===== config.mk =====
export PLATFORM = sky130hd
export DESIGN_NAME = cuenta_unos_param
export DESIGN_NICKNAME = d
export VERILOG_FILES = /design/src/rtl/cuenta_unos_param.sv
export SDC_FILE = /design/constraint.sdc
export NUM_CORES = 1
export LEC_CHECK = 0
export CORE_AREA = 8 8 57 59
export CTS_CLUSTER_DIAMETER = 200
export DETAILED_ROUTE_END_ITERATION = 8
export DIE_AREA = 0 0 65 67
export DONT_BUFFER_PORTS = 1
export PLACE_DENSITY_LB_ADDON = 0.15
export SYNTH_ARGS = -nofsm -noshare
export SYNTH_HDL_FRONTEND = slang
export SYNTH_SLANG_ARGS = --single-unit

===== constraint.sdc =====
create_clock -name clk -period 1.5 [get_ports clk]
set_clock_uncertainty 0.05 [all_clocks]
set_input_delay 0.3 -clock clk [delete_from_list [all_inputs] [get_ports clk]]
set_output_delay 0.3 -clock clk [all_outputs]
set_load 0.1 [all_outputs]

===== src/rtl/cuenta_unos_param.sv =====
// Serial ones/zeros counter with start/ocupado/fin handshake.
// Shifts one operand bit per clock and stops early once no set bits remain.
module cuenta_unos_param #(
  parameter int unsigned WIDTH = 8
) (
  input  logic                         clk,
  input  logic                         reset,
  input  logic [WIDTH-1:0]             valor,
  input  logic                         start,
  input  logic                         modo,
  output logic [$clog2(WIDTH+1)-1:0]   cuenta,
  output logic                         fin,
  output logic                         ocupado
);

  localparam int unsigned CW = $clog2(WIDTH + 1);
  localparam int unsigned IW = $clog2(WIDTH);

  typedef enum logic [1:0] {IDLE, COUNT, DONE} state_t;

  state_t          state, state_d;
  logic [WIDTH-1:0] sreg, sreg_d;
  logic [IW-1:0]    idx, idx_d;
  logic [CW-1:0]    cuenta_d;
  logic             fin_d, ocupado_d;
  logic             last;

  // Last bit of this operation: nothing set above bit 0, or all bits consumed.
  assign last = (sreg[WIDTH-1:1] == '0) || (idx == IW'(WIDTH - 1));

  always_ff @(posedge clk or negedge reset) begin
    if (!reset) state <= IDLE;
    else        state <= state_d;
  end

  always_comb begin
    state_d = state;
    case (state)
      IDLE, DONE: if (start) state_d = COUNT;
      COUNT:      if (last)  state_d = DONE;
      default:               state_d = IDLE;
    endcase
  end

  always_comb begin
    sreg_d    = sreg;
    idx_d     = idx;
    cuenta_d  = cuenta;
    fin_d     = fin;
    ocupado_d = ocupado;
    case (state)
      IDLE, DONE: begin
        if (start) begin
          sreg_d    = modo ? ~valor : valor;
          idx_d     = '0;
          cuenta_d  = '0;
          fin_d     = 1'b0;
          ocupado_d = 1'b1;
        end
      end
      COUNT: begin
        cuenta_d = cuenta + CW'(sreg[0]);
        sreg_d   = sreg >> 1;
        idx_d    = idx + IW'(1);
        if (last) begin
          fin_d     = 1'b1;
          ocupado_d = 1'b0;
        end
      end
      default: begin
        fin_d     = 1'b0;
        ocupado_d = 1'b0;
      end
    endcase
  end

  always_ff @(posedge clk or negedge reset) begin
    if (!reset) begin
      sreg    <= '0;
      idx     <= '0;
      cuenta  <= '0;
      fin     <= 1'b0;
      ocupado <= 1'b0;
    end else begin
      sreg    <= sreg_d;
      idx     <= idx_d;
      cuenta  <= cuenta_d;
      fin     <= fin_d;
      ocupado <= ocupado_d;
    end
  end

endmodule

==> reports/metrics.cfg <==
[critical_path]
setup.worst_path.end_class = flip-flop
kind_of_cell_adding_the_most_delay_to_the_critical_path = simple AND/OR/NAND/NOR gates
timing.critical_path.arrival_ps = 1550
path_class = reg2reg
worstPathBufferInverterCount = 0
critical_path.cell_chain = or4_4 -> nor4_4 -> o22ai_1
worstPathMaxFanout = 3
critical_path_required_ps = 1630
timing.critical_path.slowest_stage_cell = sky130_fd_sc_hd__or4_4
cpPeakStageDelay_ps = 540
worstSetupStartpointType = flip-flop

[clock_tree]
number_of_buffers_on_the_longest_clock_path = 2
tritoncts = built
cts_setup_buffers = 0
clk_pin_slew_worst_paths_ps = 100
root_buffer = sky130_fd_sc_hd__clkbuf_4
number_of_sinks_handled_by_clock_tree_synthesis = 18
tritoncts.num_buffers = 3
htree_num_levels = 1
clock_insertion_delay_worst_skew_ps = 290

[placement]
place.gp.congestion = 0.744
place.detailed.instances = 111
portBuffers = 0
preCtsSetupSlack_ps = 22.5
detailed_place.area_sq_um = 988
place.detailed.hpwl_mm = 1.31

[route]
avgRoutedWirePerCell_microns = 15.1
firstDrtPassIters = 3
dr.first_iter.drc_count = 13
drtAntennaViolNets = 0
vias = 607
via_to_cell_ratio = 5.23
wl_mm = 1.75
remaining_drc_errors = 0

[yosys]
synthesized_area_sq_um = 885
netlist_top_cells_count = sky130_fd_sc_hd__dfrtp_1 (18), sky130_fd_sc_hd__nor2_1 (9), sky130_fd_sc_hd__xnor2_1 (8)
total_of_flip_flops_plus_latches_after_synthesis = 18
synth-seq-area-share = 0.509
synth.lib_cells_used.distinct = 25
netlist_instances = 75
synth_edf_count = 0
synthesis.yosys.warnings = 0
ys_async_sr_fraction = 1.00
synth_fp_nets = 91
postSynth.topFlopCell = sky130_fd_sc_hd__dfrtp_1
synthTopCellsByArea = sky130_fd_sc_hd__dfrtp_1 (51%), sky130_fd_sc_hd__xnor2_1 (7.9%), sky130_fd_sc_hd__a221o_1 (5.7%), sky130_fd_sc_hd__ha_1 (5.7%), sky130_fd_sc_hd__a22o_1 (4.0%)
synth_largest_area_cell = sky130_fd_sc_hd__dfrtp_1
synth_area_per_cell_sq_um = 11.8
yosysMostFrequentCell = sky130_fd_sc_hd__dfrtp_1
synth_top_area_share = 0.509

[floorplanning]
num_rows = 18
coreArea_sq_um = 2360
initial_core_util = 0.374
die_area_sq_um = 4360
die_h_microns = 67
die_w_microns = 65
io_pins = 18

[timing]
final.min_clock_period_ps = 1420
max_slew_margin = 0.447
final-max-slew-violation-count = 0
finalCritPeriodShare = 0.949
final_critical_path_setup_slack_ps = 76.3
achievable-frequency_ghz = 0.702
timing.final.setup_violations = 0
worst-slew-pin-transition_ps = 826
grt_setup_unrepaired = no
timing.final.hold_violations = 0

[finish]
fillers = 249
nets = 103
antenna_cells = 0
post_route_cells_drive_above_1_share = 0.302
area_growth_pct = 19.1
non_filler_cells_final = 116
fin_area_sq_um = 1050

[pwr]
power_density_nw_per_um2 = 2360
static-leakage-power_uw = 0.000476
p_total_uw = 2480
ir_drop_v = 0.00112

[min_path]
timing.hold.worst.class = in2reg

[global_routing]
initial_antenna_violation_count = 0
grt_overflow = 0
grt_pass1_vias = 670
grt_pass1_wl_mm = 3.11
grt_start_max_net_pins = 19
grtUsageTotal = 0.0921

[outcome]
outcome = finished clean

[job]
maxCapViolations = 0

layout make-up:
type | instances | area [sq um] | area share
clock buffer | 4 | 36.3 | 0.0344
inverter | 1 | 3.75 | 0.00356
multi-input combinational | 51 | 419 | 0.398
sequential | 18 | 460 | 0.437
tap | 30 | 37.5 | 0.0356
timing repair buffer | 12 | 96.3 | 0.0914
timing repair:
action	CTS	global route
gates resized for setup	1	3
endpoints found under the hold margin	18	0
endpoints found under the setup margin	1	8
hold buffers	1	0
cells by family (layout without fill, tap and decap cells):
| family | count (synthesis) | count (layout) | share of synthesized area |
|---|---|---|---|
| AO/OA/AOI/OAI | 17 | 17 | 0.171 |
| XOR/XNOR | 8 | 8 | 0.0792 |
| adder cells (fa/ha/maj) | 4 | 4 | 0.0566 |
| buffers and inverters | 6 | 17 | 0.0396 |
| flip-flops | 18 | 18 | 0.509 |
| multiplexers | 3 | 3 | 0.0354 |
| AND/OR/NAND/NOR | 19 | 19 | 0.109 |
through the flow:
stage,hold slack [ps],util,TNS [ps]
CTS,118,0.441,0
floorplan,-45.6,-,-245
global route,159,0.446,0
global placement,-44.9,0.418,0
finish,133,0.446,0
detailed placement,-44.7,0.418,0
metal layers:
metal  part of all wire  track usage  wire length [microns]  vias to the layer above
met1               0.46        0.105                    807                      295
met5                  0            0                      0                        -
met2               0.47        0.149                    830                       12
met3              0.056       0.0319                     98                        2
li1                   -            -                      -                      298
met4             0.0069       0.0490                     12                        0
cell usage in the layout, fill, tap and decap left out, types with 2 or more instances in the layout:
cell / netlist / final
sky130_fd_sc_hd__dfrtp_4: 0 / 2
sky130_fd_sc_hd__buf_4: 0 / 10
sky130_fd_sc_hd__nand2_1: 4 / 4
sky130_fd_sc_hd__dfrtp_2: 0 / 2
sky130_fd_sc_hd__xnor2_1: 8 / 8
sky130_fd_sc_hd__mux2i_1: 2 / 2
sky130_fd_sc_hd__ha_1: 4 / 4
sky130_fd_sc_hd__clkbuf_4: 0 / 3
sky130_fd_sc_hd__a221o_1: 5 / 5
sky130_fd_sc_hd__dfrtp_1: 18 / 14
sky130_fd_sc_hd__a221o_2: 2 / 2
sky130_fd_sc_hd__nor2_1: 9 / 9
sky130_fd_sc_hd__a22o_1: 4 / 4
flip-flops by register name (all words and copies together), names as in the netlist:
| register | cells |
|---|---|
| ocupado | 1 |
| sreg | 8 |
| cuenta | 4 |
| idx | 3 |
| state | 1 |
| fin | 1 |
final timing paths:
check | cells after the start | start | to | slack, ps
hold / removal | 2 | start | ocupado$_DFFE_PN0P_ | 130
min in group asynchronous | 1 | reset | fin$_DFFE_PN0P_ | 490
hold reg to reg | 1 | cuenta[3]$_DFFE_PN0P_ | cuenta[3]$_DFFE_PN0P_ | 440
setup reg to reg | 3 | sreg[3]$_DFFE_PN0P_ | ocupado$_DFFE_PN0P_ | 80
max in group asynchronous | 1 | reset | cuenta[0]$_DFFE_PN0P_ | 310
setup / recovery | 3 | sreg[3]$_DFFE_PN0P_ | ocupado$_DFFE_PN0P_ | 80
worst register-to-register path, cell delays in order, from the launching register on:
cell and delay [ps]:
sky130_fd_sc_hd__dfrtp_1 400, sky130_fd_sc_hd__or4_4 540, sky130_fd_sc_hd__nor4_4 200, sky130_fd_sc_hd__o22ai_1 130
report_power, final:
group | switching (uW) | leakage, uW | total, uW | internal, uW
logic | 771 | 0.000236 | 1300 | 529
clock network | 153 | 0.0000210 | 301 | 148
registers | 170 | 0.000219 | 883 | 713
total | 1090 | 0.000476 | 2480 | 1390
Note: power is estimated with default switching activity, not from simulation.
